[src/rtl/clint_pkg.sv]
// clint_pkg: register offsets, reset constants, bus request/response structs and
// decode/byte-lane helpers shared by the CLINT files.
package clint_pkg;

    localparam logic [15:0] msip_off        = 16'h0000;
    localparam logic [15:0] mtimecmp_lo_off = 16'h4000;
    localparam logic [15:0] mtimecmp_hi_off = 16'h4004;
    localparam logic [15:0] mtime_lo_off    = 16'hBFF8;
    localparam logic [15:0] mtime_hi_off    = 16'hBFFC;
    localparam logic [63:0] mtimecmp_rst    = 64'hFFFF_FFFF_FFFF_FFFF;

    typedef enum logic {IDLE, RESP} state_e;

    typedef enum logic [2:0] {
        SEL_NONE, SEL_MSIP, SEL_CMP_LO, SEL_CMP_HI, SEL_TIME_LO, SEL_TIME_HI
    } sel_e;

    typedef struct packed {
        logic        valid;
        logic [31:0] addr;
        logic [31:0] wdata;
        logic [3:0]  wstrb;
    } clint_in_t;

    typedef struct packed {
        logic [31:0] rdata;
        logic        ready;
    } clint_out_t;

    function automatic sel_e decode(input logic [31:0] addr, input logic [15:0] base_hi);
        if (addr[31:16] != base_hi || addr[1:0] != 2'b00) return SEL_NONE;
        return addr[15:0] == msip_off        ? SEL_MSIP    :
               addr[15:0] == mtimecmp_lo_off ? SEL_CMP_LO  :
               addr[15:0] == mtimecmp_hi_off ? SEL_CMP_HI  :
               addr[15:0] == mtime_lo_off    ? SEL_TIME_LO :
               addr[15:0] == mtime_hi_off    ? SEL_TIME_HI : SEL_NONE;
    endfunction

    function automatic logic [31:0] merge_lanes(input logic [31:0] old, input logic [31:0] wdata,
                                                input logic [3:0] wstrb);
        logic [31:0] r;
        r = old;
        for (int i = 0; i < 4; i++) if (wstrb[i]) r[8*i +: 8] = wdata[8*i +: 8];
        return r;
    endfunction

endpackage

[src/rtl/clint_if.sv]
// clint_if: request/response bus between a master and the CLINT register window.
interface clint_if;

    logic        clint_valid;
    logic [31:0] clint_addr;
    logic [31:0] clint_wdata;
    logic [3:0]  clint_wstrb;
    logic [31:0] clint_rdata;
    logic        clint_ready;

    modport master (
        output clint_valid, clint_addr, clint_wdata, clint_wstrb,
        input  clint_rdata, clint_ready
    );

    modport slave (
        input  clint_valid, clint_addr, clint_wdata, clint_wstrb,
        output clint_rdata, clint_ready
    );

endinterface

[src/rtl/clint_timer.sv]
// clint_timer: 64-bit mtime with per-lane write ports; CLINT_PRESCALER_EN adds a
// divide-by-clint_divisor tick prescaler, otherwise mtime ticks every clock.
module clint_timer
    import clint_pkg::*;
#(
    parameter logic [7:0] clint_divisor = 8'd10
) (
    input  logic        clk,
    input  logic        rst,
    input  logic        wr_lo,
    input  logic        wr_hi,
    input  logic [31:0] wdata,
    input  logic [3:0]  wstrb,
    output logic [63:0] mtime
);

    logic [63:0] mtime_q, mtime_d, mtime_inc;
    logic        tick;

`ifdef CLINT_PRESCALER_EN
    logic [7:0] presc_q, presc_d;

    always_comb begin
        tick    = clint_divisor <= 8'd1 || presc_q == clint_divisor - 8'd1;
        presc_d = tick ? 8'd0 : presc_q + 8'd1;
    end

    always_ff @(posedge clk or posedge rst)
        if (rst) presc_q <= '0;
        else     presc_q <= presc_d;
`else
    logic unused_div;
    assign unused_div = ^clint_divisor;
    assign tick       = 1'b1;
`endif

    // Unwritten lanes keep counting; a written lo half never carries into hi.
    always_comb begin
        mtime_inc = tick ? mtime_q + 64'd1 : mtime_q;
        mtime_d   = {wr_hi ? merge_lanes(mtime_inc[63:32], wdata, wstrb) : mtime_inc[63:32],
                     wr_lo ? merge_lanes(mtime_inc[31:0],  wdata, wstrb) : mtime_inc[31:0]};
    end

    always_ff @(posedge clk or posedge rst)
        if (rst) mtime_q <= '0;
        else     mtime_q <= mtime_d;

    assign mtime = mtime_q;

endmodule

[src/rtl/clint.sv]
// clint: core-local interruptor (msip, mtimecmp, mtime) behind a one-cycle-latency bus.
// Optional mtime prescaler is enabled by defining CLINT_PRESCALER_EN.
module clint
    import clint_pkg::*;
#(
    parameter logic [31:0] clint_base    = 32'h0200_0000,
    parameter logic [7:0]  clint_divisor = 8'd10
) (
    input  logic   clk,
    input  logic   rst,
    clint_if.slave bus,
    output logic   timer_irpt,
    output logic   soft_irpt
);

    state_e      state_q, state_d;
    clint_in_t   req_q, req_d;
    clint_out_t  rsp;
    sel_e        rd_sel, wr_sel;
    logic [31:0] rdata_q, rdata_d, rd_val;
    logic        msip_q, msip_d, tirq_q, tirq_d, sample;
    logic [63:0] cmp_q, cmp_d, mtime;

    always_ff @(posedge clk or posedge rst)
        if (rst) state_q <= IDLE;
        else     state_q <= state_d;

    always_comb state_d = (state_q == IDLE && bus.clint_valid) ? RESP : IDLE;

    always_comb begin
        rsp.ready       = state_q == RESP;
        rsp.rdata       = state_q == RESP ? rdata_q : '0;
        bus.clint_ready = rsp.ready;
        bus.clint_rdata = rsp.rdata;
    end

    // Read data is captured when the request is sampled; the write waits in RESP
    // and lands on the RESP->IDLE edge, so a reset during RESP drops it.
    always_comb begin
        sample  = state_q == IDLE && bus.clint_valid;
        req_d   = sample ? clint_in_t'{valid: 1'b1, addr: bus.clint_addr,
                                       wdata: bus.clint_wdata, wstrb: bus.clint_wstrb} : req_q;
        rd_sel  = decode(bus.clint_addr, clint_base[31:16]);
        rd_val  = rd_sel == SEL_MSIP    ? {31'd0, msip_q} :
                  rd_sel == SEL_CMP_LO  ? cmp_q[31:0]     :
                  rd_sel == SEL_CMP_HI  ? cmp_q[63:32]    :
                  rd_sel == SEL_TIME_LO ? mtime[31:0]     :
                  rd_sel == SEL_TIME_HI ? mtime[63:32]    : 32'd0;
        rdata_d = sample ? rd_val : rdata_q;
        wr_sel  = (state_q == RESP && req_q.valid && |req_q.wstrb)
                  ? decode(req_q.addr, clint_base[31:16]) : SEL_NONE;
        msip_d  = (wr_sel == SEL_MSIP && req_q.wstrb[0]) ? req_q.wdata[0] : msip_q;
        cmp_d   = {wr_sel == SEL_CMP_HI ? merge_lanes(cmp_q[63:32], req_q.wdata, req_q.wstrb) : cmp_q[63:32],
                   wr_sel == SEL_CMP_LO ? merge_lanes(cmp_q[31:0],  req_q.wdata, req_q.wstrb) : cmp_q[31:0]};
        tirq_d  = mtime >= cmp_q;
    end

    always_ff @(posedge clk or posedge rst)
        if (rst) begin
            req_q   <= '0;
            rdata_q <= '0;
            msip_q  <= 1'b0;
            cmp_q   <= mtimecmp_rst;
            tirq_q  <= 1'b0;
        end else begin
            req_q   <= req_d;
            rdata_q <= rdata_d;
            msip_q  <= msip_d;
            cmp_q   <= cmp_d;
            tirq_q  <= tirq_d;
        end

    clint_timer #(.clint_divisor(clint_divisor)) u_timer (
        .clk   (clk),
        .rst   (rst),
        .wr_lo (wr_sel == SEL_TIME_LO),
        .wr_hi (wr_sel == SEL_TIME_HI),
        .wdata (req_q.wdata),
        .wstrb (req_q.wstrb),
        .mtime (mtime)
    );

    assign timer_irpt = tirq_q;
    assign soft_irpt  = msip_q;

endmodule

[src/flat_wrapper.sv]
// flat-port wrapper written by rule: the top's interface ports become plain ports
module clint_flat import clint_pkg::*;
#(
    parameter logic [31:0] clint_base    = 32'h0200_0000,
    parameter logic [7:0]  clint_divisor = 8'd10
)
  (clk, rst, timer_irpt, soft_irpt, bus_clint_valid, bus_clint_addr, bus_clint_wdata, bus_clint_wstrb, bus_clint_rdata, bus_clint_ready);
  clint_if bus_i ();
  input  logic clk;
  input  logic rst;
  output logic timer_irpt;
  output logic soft_irpt;
  input wire logic [$bits(bus_i.clint_valid)-1:0] bus_clint_valid;
  input wire logic [$bits(bus_i.clint_addr)-1:0] bus_clint_addr;
  input wire logic [$bits(bus_i.clint_wdata)-1:0] bus_clint_wdata;
  input wire logic [$bits(bus_i.clint_wstrb)-1:0] bus_clint_wstrb;
  output wire logic [$bits(bus_i.clint_rdata)-1:0] bus_clint_rdata;
  output wire logic [$bits(bus_i.clint_ready)-1:0] bus_clint_ready;
  assign bus_i.clint_valid = bus_clint_valid;
  assign bus_i.clint_addr = bus_clint_addr;
  assign bus_i.clint_wdata = bus_clint_wdata;
  assign bus_i.clint_wstrb = bus_clint_wstrb;
  assign bus_clint_rdata = bus_i.clint_rdata;
  assign bus_clint_ready = bus_i.clint_ready;
  clint #(.clint_base(clint_base), .clint_divisor(clint_divisor)) u_core (.clk(clk), .rst(rst), .bus(bus_i), .timer_irpt(timer_irpt), .soft_irpt(soft_irpt));
endmodule
[config.mk]
export PLATFORM = sky130hd
export DESIGN_NAME = clint_flat
export DESIGN_NICKNAME = d
export VERILOG_FILES = /design/src/rtl/clint_pkg.sv /design/src/rtl/clint_if.sv /design/src/rtl/clint_timer.sv /design/src/rtl/clint.sv /design/src/flat_wrapper.sv
export SDC_FILE = /design/constraint.sdc
export NUM_CORES = 1
export LEC_CHECK = 0
export CAP_MARGIN = 15
export CORE_AREA = 2 2 155 157
export CTS_CLUSTER_SIZE = 12
export DETAILED_ROUTE_END_ITERATION = 10
export DIE_AREA = 0 0 157 159
export GPL_TIMING_DRIVEN = 1
export PLACE_DENSITY = 0.84
export SYNTH_ARGS = -nofsm -noshare
export SYNTH_HDL_FRONTEND = slang
export SYNTH_SLANG_ARGS = --single-unit
[constraint.sdc]
create_clock -name clk -period 23.6 [get_ports clk]
set_input_delay 7.08 -clock clk [delete_from_list [all_inputs] [get_ports clk]]
set_output_delay 7.08 -clock clk [all_outputs]
set_load 0.02 [all_outputs]
==> impl_metrics.env <==
export IMPL_layout_commonest_cell="nand2_1"
export IMPL_drv_cap=0
export IMPL_leakage_uw=0.006524
export IMPL_post_route_period_util_pct=40.13
export IMPL_drt_iter0_drc=1107
export IMPL_synth_distinct_cells=57
export IMPL_design_die_area_mm2=0.02496
export IMPL_finalSetupTns_ns=0
export IMPL_worst_slack_ns=14.13
export IMPL_hold_buffers=0
export IMPL_synth_fp_nets=1463
export IMPL_viasPerCell=5.900
export IMPL_numPortBuffers=105
export IMPL_routed_wl_um=33370
export IMPL_antenna_found_initial=0
export IMPL_relSlewSlack_pct=23.25
export IMPL_p_int_uw=668.3
export IMPL_nets=1552
export IMPL_cts_buffer_depth=3
export IMPL_cp_max_fo=101
export IMPL_cp_slowest_cell="buf_4"
export IMPL_drive_above_1_share_pct=16.64
export IMPL_clkPwrFrac_pct=44.9
export IMPL_max_freq_mhz=105.6
export IMPL_routabilityCongestion=0.8972
export IMPL_p_comb_share_pct=5.8
export IMPL_cp_arrival_ns=9.81
export IMPL_place_ws_ns=13.65
export IMPL_crit_required_ns=23.94
export IMPL_dp_cells=1705
export IMPL_yosysSeqAreaShare_pct=46.63
export IMPL_drv_slew=0
export IMPL_synthToLayoutAreaGrowth_pct=17.37
export IMPL_fp_dieH_um=159
export IMPL_synth_async_reset_ratio_pct=100.0
export IMPL_yosys_register_bits=232
export IMPL_root_buffer="clkbuf_16"
export IMPL_diodes=0
export IMPL_cts_buffers_inserted=26
export IMPL_wire_per_inst_um=19.01
export IMPL_yosys_warnings=0
export IMPL_cts_tree="yes"
export IMPL_postSynthCellCount=1327
export IMPL_switchingPower_uw=210.9
export IMPL_grtUsageMet3_pct=4.464
export IMPL_rsz0062_at_grt="false"
export IMPL_ant_nets=0
export IMPL_min_period_ns=9.471
export IMPL_synth_main_ff_cell="dfrtp_1"
export IMPL_power_share_sequential_pct=49.3
export IMPL_gr_usage_met2_pct=44.04
export IMPL_grt_busiest_layer="met2"
export IMPL_final_cell_mix="nand2_1, dfrtp_1, clkdlybuf4s50_1"
export IMPL_drc=0
export IMPL_cts_setup_buffers=0
export IMPL_use_met1_pct=35.65
export IMPL_avgSynthCellArea_um2=9.512
export IMPL_grt_max_degree=148
export IMPL_worstSetupStartpointType="input pin"
export IMPL_synth_edf_count=0
export IMPL_power_per_cell_area_mw_per_mm2=59.35
export IMPL_start_util_pct=54.42
export IMPL_slowest_delay_ns=0.84
export IMPL_vias=10360
export IMPL_die_x_um=157
export IMPL_swShare_pct=23.99
export IMPL_stdcell_count=1755
export IMPL_tightest_slew_ns=1.151
export IMPL_insertion_delay_ns=0.53
export IMPL_finalSetupViolCount=0
export IMPL_grt_ovfl_total=0
export IMPL_min_delay_path_class="reg2reg"
export IMPL_core_mm2=0.02319
export IMPL_status="finished clean"
export IMPL_rows=56
export IMPL_netlist_area_mm2=0.01262
export IMPL_drt_pass1_iterations=6
export IMPL_path_cells="clkdlybuf4s50_1, nand2b_4, buf_4, inv_2, nand3_1, nor3_1, nand2_1, o21ai_0"
export IMPL_grt_usage_pct=27.10
export IMPL_end_kind="register"
export IMPL_path_class="in2reg"
export IMPL_htree_levels=1
export IMPL_clock_sinks=232
export IMPL_grt_pass1_wl_um=54190
export IMPL_first_global_vias=10450
export IMPL_fillers=1866
export IMPL_clk_pin_slew_ns=0.05
export IMPL_hpwl_um=22770
export IMPL_finClkSkew_ns=0.01596
export IMPL_cts_resized=0
export IMPL_peakVddDrop_v=0.00005813
export IMPL_totalPowerFinal_uw=879.2
export IMPL_io_pins=106
export IMPL_hold_viol=0
worst paths after layout:
check / startpoint / endpoint / slack (ns) / cells past startpoint
max: bus_clint_valid / u_core.rdata_q[23] / 14.13 / 8
min: u_core.req_q[60] / u_core.req_q[60] / 0.47 / 2
max reg2reg: u_core.bus.clint_ready / u_core.rdata_q[23] / 20.19 / 8
min reg2reg: u_core.req_q[60] / u_core.req_q[60] / 0.47 / 2
max in group asynchronous: rst / u_core.cmp_q[45] / 14.97 / 4
min in group asynchronous: rst / u_core.req_q[45] / 7.15 / 2
critical path: cells and delay by family:
family	cells	cell delay (ns)
AOI/OAI and AO/OA	1	0.25
buffers and inverters	3	1.36
and+or+nand+nor	4	1.07
per-stage QoR:
step	hold slack, ns	util, %	instance area, um^2
after floorplan	0.4350	-	12620
after global placement	0.4499	60.07	13930
after global routing	0.4991	63.88	14810
after detailed placement	0.4527	60.07	13930
final	0.4712	63.88	14810
after CTS	0.4699	63.67	14770
flip-flops by register name (all words and copies together), names as in the netlist:
register and count:
u_core.req_q 69, u_core.cmp_q 64, u_core.u_timer.mtime 64, u_core.rdata_q 32, u_core.bus.clint_ready 1, u_core.soft_irpt 1
u_core.timer_irpt 1
area by class of cell:
class / instances / area (um^2) / share of cell area, %
inverter: 78 / 300.3 / 2.027
tap: 319 / 399.1 / 2.694
multi-input combinational: 964 / 6247 / 42.17
timing repair buffer: 114 / 1146 / 7.736
clock inverter: 8 / 71.32 / 0.4814
clock buffer: 40 / 764.5 / 5.160
sequential: 232 / 5886 / 39.73
per-layer routing:
layer  routed length, um  part of all wire (%)
met1               13710                    41
met2               15740                    47
met3                2391                   7.2
met4                1537                   4.6
met5                   0                     0
cell usage after synthesis (2+ instances only):
| cell | number | area share [%] |
|---|---|---|
| nand2_1 | 314 | 9.3 |
| inv_1 | 77 | 2.3 |
| nor3b_1 | 5 | 0.30 |
| mux2_1 | 2 | 0.18 |
| or4_4 | 2 | 0.18 |
| nand2_2 | 8 | 0.40 |
| mux2_2 | 102 | 9.1 |
| nor4_2 | 3 | 0.30 |
| or3_1 | 7 | 0.35 |
| xor2_1 | 28 | 1.9 |
| clkbuf_1 | 49 | 1.5 |
| a21o_1 | 4 | 0.24 |
| a211oi_1 | 8 | 0.48 |
| a22oi_1 | 2 | 0.12 |
| a31oi_1 | 2 | 0.099 |
| xnor2_1 | 34 | 2.4 |
| dfrtp_1 | 168 | 33 |
| and2_1 | 32 | 1.6 |
| or2_2 | 2 | 0.099 |
| o21ai_0 | 80 | 3.2 |
| nor3_1 | 18 | 0.71 |
| o21a_1 | 4 | 0.24 |
| o211ai_1 | 4 | 0.24 |
| o221ai_1 | 2 | 0.14 |
| and4_1 | 3 | 0.21 |
| a21oi_1 | 32 | 1.3 |
| nand3_1 | 25 | 0.99 |
| nor2_1 | 63 | 1.9 |
| nor4_1 | 19 | 0.94 |
| ha_1 | 65 | 6.4 |
| a222oi_1 | 31 | 2.5 |
| nand4_1 | 31 | 1.5 |
| dfstp_2 | 64 | 13 |
| and3_1 | 7 | 0.35 |
| nand2b_1 | 5 | 0.25 |
| or4_1 | 3 | 0.18 |
| buf_2 | 2 | 0.079 |
kinds of logic after synthesis:
family,count (synthesis),synth area share [%]
buf+inv,131,3.995
simple gates,556,20.35
compound gates,177,9.001
mux,104,9.278
flops,232,46.63
xor+xnor,62,4.302
fa+ha+maj,65,6.443
power groups by stage:
stage / Clock, uW / Combinational (uW) / Sequential (uW)
floorplan: 0 / 30.7 / 430
global placement: 0 / 47.9 / 439
detailed placement: 0 / 49.8 / 440
CTS: 399 / 50.1 / 434
global route: 417 / 57.9 / 436
finish: 395 / 51.1 / 433
(Power assumes the default switching activity.)
==> patch, RTL diff (same settings) <==
Take the reset off `rdata_q` and load it in a clocked block of its own.
--- a/src/rtl/clint.sv
+++ b/src/rtl/clint.sv
@@ -59,5 +59,4 @@
         if (rst) begin
             req_q   <= '0;
-            rdata_q <= '0;
             msip_q  <= 1'b0;
             cmp_q   <= mtimecmp_rst;
@@ -65,9 +64,12 @@
         end else begin
             req_q   <= req_d;
-            rdata_q <= rdata_d;
             msip_q  <= msip_d;
             cmp_q   <= cmp_d;
             tirq_q  <= tirq_d;
         end
+
+    always_ff @(posedge clk) begin
+        rdata_q <= rdata_d;
+    end
 
     clint_timer #(.clint_divisor(clint_divisor)) u_timer (
Check against the original RTL: no difference found for any inputs over 4 cycles, from zero or initial values and one cycle with rst high; that may be too few to reach the edited logic, so the function may still have changed.
==> patch against the unedited design <==
Synthesized area rose by 2.2%. Die area is the same. Utilization grew 1.1 points. Total power grew 3.4%. First-iteration DRC count down 18%. Wire length down 3.4%. Setup slack gained 40 ps. Sequential power up 4%. Cell area grew 1.8%. Final cell count shrank 6.8%. Sequential cell count stayed put. Largest power group unchanged.
==> patch: results (changes against the unedited design) <==
[clocking]
cts-resized-gates=0  ; unchanged
clock_tree.buffer_depth=3  ; unchanged
post_cts_buffers=0  ; unchanged
root_buffer=clkbuf_16
clkTransAtPathRegs_ps=60
htree_levels=1  ; unchanged
cts_made_buffers=26  ; unchanged
clk_latency_ps=530  ; about the same

[detailed_routing]
wl_per_cell_um=19.72  ; +3.7%
drt_wl_total_um=32240  ; -3.4%
viasPerCell=5.994  ; +1.6%
firstDrtPassIters=5  ; -1
drt_iter0_markers=904  ; -18%

[pwr]
vdd_ir_drop_max_uv=52.76  ; -9.2%
leakage_nw=6.071  ; -6.9%

[place]
dpl_cell_area_mm2=0.01423  ; +2.1%
hpwlAfterDp_um=22210  ; -2.5%
io_buffers=105  ; unchanged
dp_slack_ps=13820  ; +171.3 ps
gp_congestion=0.9240  ; +3.0%
placed_cells=1587  ; -6.9%

[synth]
synth_edf_count=32  ; +32
netlist_top_cells_count=dfrtp_1 (136), mux2_2 (127), nor2_1 (80)
synthArstFlopShare_pct=86.21  ; -14 points
synthMuxAreaShare_pct=15.81  ; +6.5 points
synth_compound_area_share_pct=7.818  ; -1.2 points
synth-adder-area-share_pct=6.305  ; -0.14 points
yosys.cell_types.count=57  ; unchanged
yosysSeqAreaShare_pct=46.87  ; +0.24 points
postSynthCellCount=1202  ; -9.4%
synth.area.top_cells=dfrtp_1 (26%), dfstp_2 (13%), mux2_2 (11%)
syn-num-nets=1338  ; -8.5%
ys_warn_count=0  ; unchanged
synth-xor-area-share_pct=3.463  ; -0.84 points

[global_routing]
grt_max_degree=133  ; -10%
antenna_found_initial=0  ; unchanged
grt_pass1_wl_um=52300  ; -3.5%
grt_usage_pct=26.20  ; -0.90 points
grt_pass1_vias=10040  ; -4.0%

[finish]
largest_register=u_core.req_q
drive_gt1_share_pct=20.36  ; +3.7 points
nFillCells=1748  ; -6.3%
largest_register_ff_count=69  ; unchanged
insertedDiodeCount=0  ; unchanged
nets=1432  ; -7.7%

[sta]
skew_ps=13.61  ; -2.351 ps
worstMarginPinSlew_ps=1052  ; -99.00 ps
drv_slew=0  ; unchanged

[min_path]
min_path_type=flip-flop to flip-flop

[setup_path]
slowest_delay_ps=680  ; -160 ps
crit_slowest_cell=dfrtp_1
crit_fanout=23  ; -77%
cp_data_arrival_time_ps=2350  ; -7460 ps

[outcome]
status=complete, no violations

-- patch: worst paths after layout --
path	slack [ps]	cells after the start	to	startpoint
max	14170	3	bus_clint_rdata[8]	u_core.bus.clint_ready
min	470	1	u_core.req_q[68]	u_core.req_q[68]
max reg2reg	20480	5	u_core.u_timer.mtime[14]	u_core.bus.clint_ready
min reg2reg	470	1	u_core.req_q[68]	u_core.req_q[68]
max in group asynchronous	15000	3	u_core.u_timer.mtime[20]	rst
min in group asynchronous	7110	2	u_core.req_q[59]	rst
-- patch: layout make-up --
cell class / instances / area, um2 / share of cell area (%)
multi-input cells: 844 / 6370 / 42.25
well taps: 319 / 399.1 / 2.648
inverters: 79 / 304.0 / 2.017
clock inverters: 4 / 45.04 / 0.2988
clock buffers: 44 / 800.8 / 5.312
flip-flops and latches: 232 / 6046 / 40.10
repair buffers: 113 / 1111 / 7.370
-- patch: cell families (layout without fill, tap and decap cells) --
kind of cell / count (synthesis) / after routing
and+or+nand+nor: 370 / 370
DFF: 232 / 232
muxes: 187 / 187
AOI/OAI and AO/OA: 171 / 171
buffers and inverters: 126 / 240
adders and majority gates: 65 / 65
xor gates and xnor gates: 51 / 51
-- patch: per-layer routing --
layer / global-route usage (%) / share of wire [%]
met2: 42.38 / 48
met3: 4.083 / 7.1
met1: 35.32 / 41
met5: 0 / 0
met4: 10.63 / 3.8
-- patch: critical path: cells and delay by family (launching register included) --
kind                   cells  cell delay, ps
buffers and inverters      2             960
DFF                        1             680
and+or+nand+nor            1             170
-- patch: report_power, final --
group / total (W) / internal (W) / switching [W]
sequential: 0.000449 / 0.000426 / 0.0000234
combinational: 0.0000621 / 0.0000339 / 0.0000282
clock: 0.000398 / 0.000240 / 0.000157
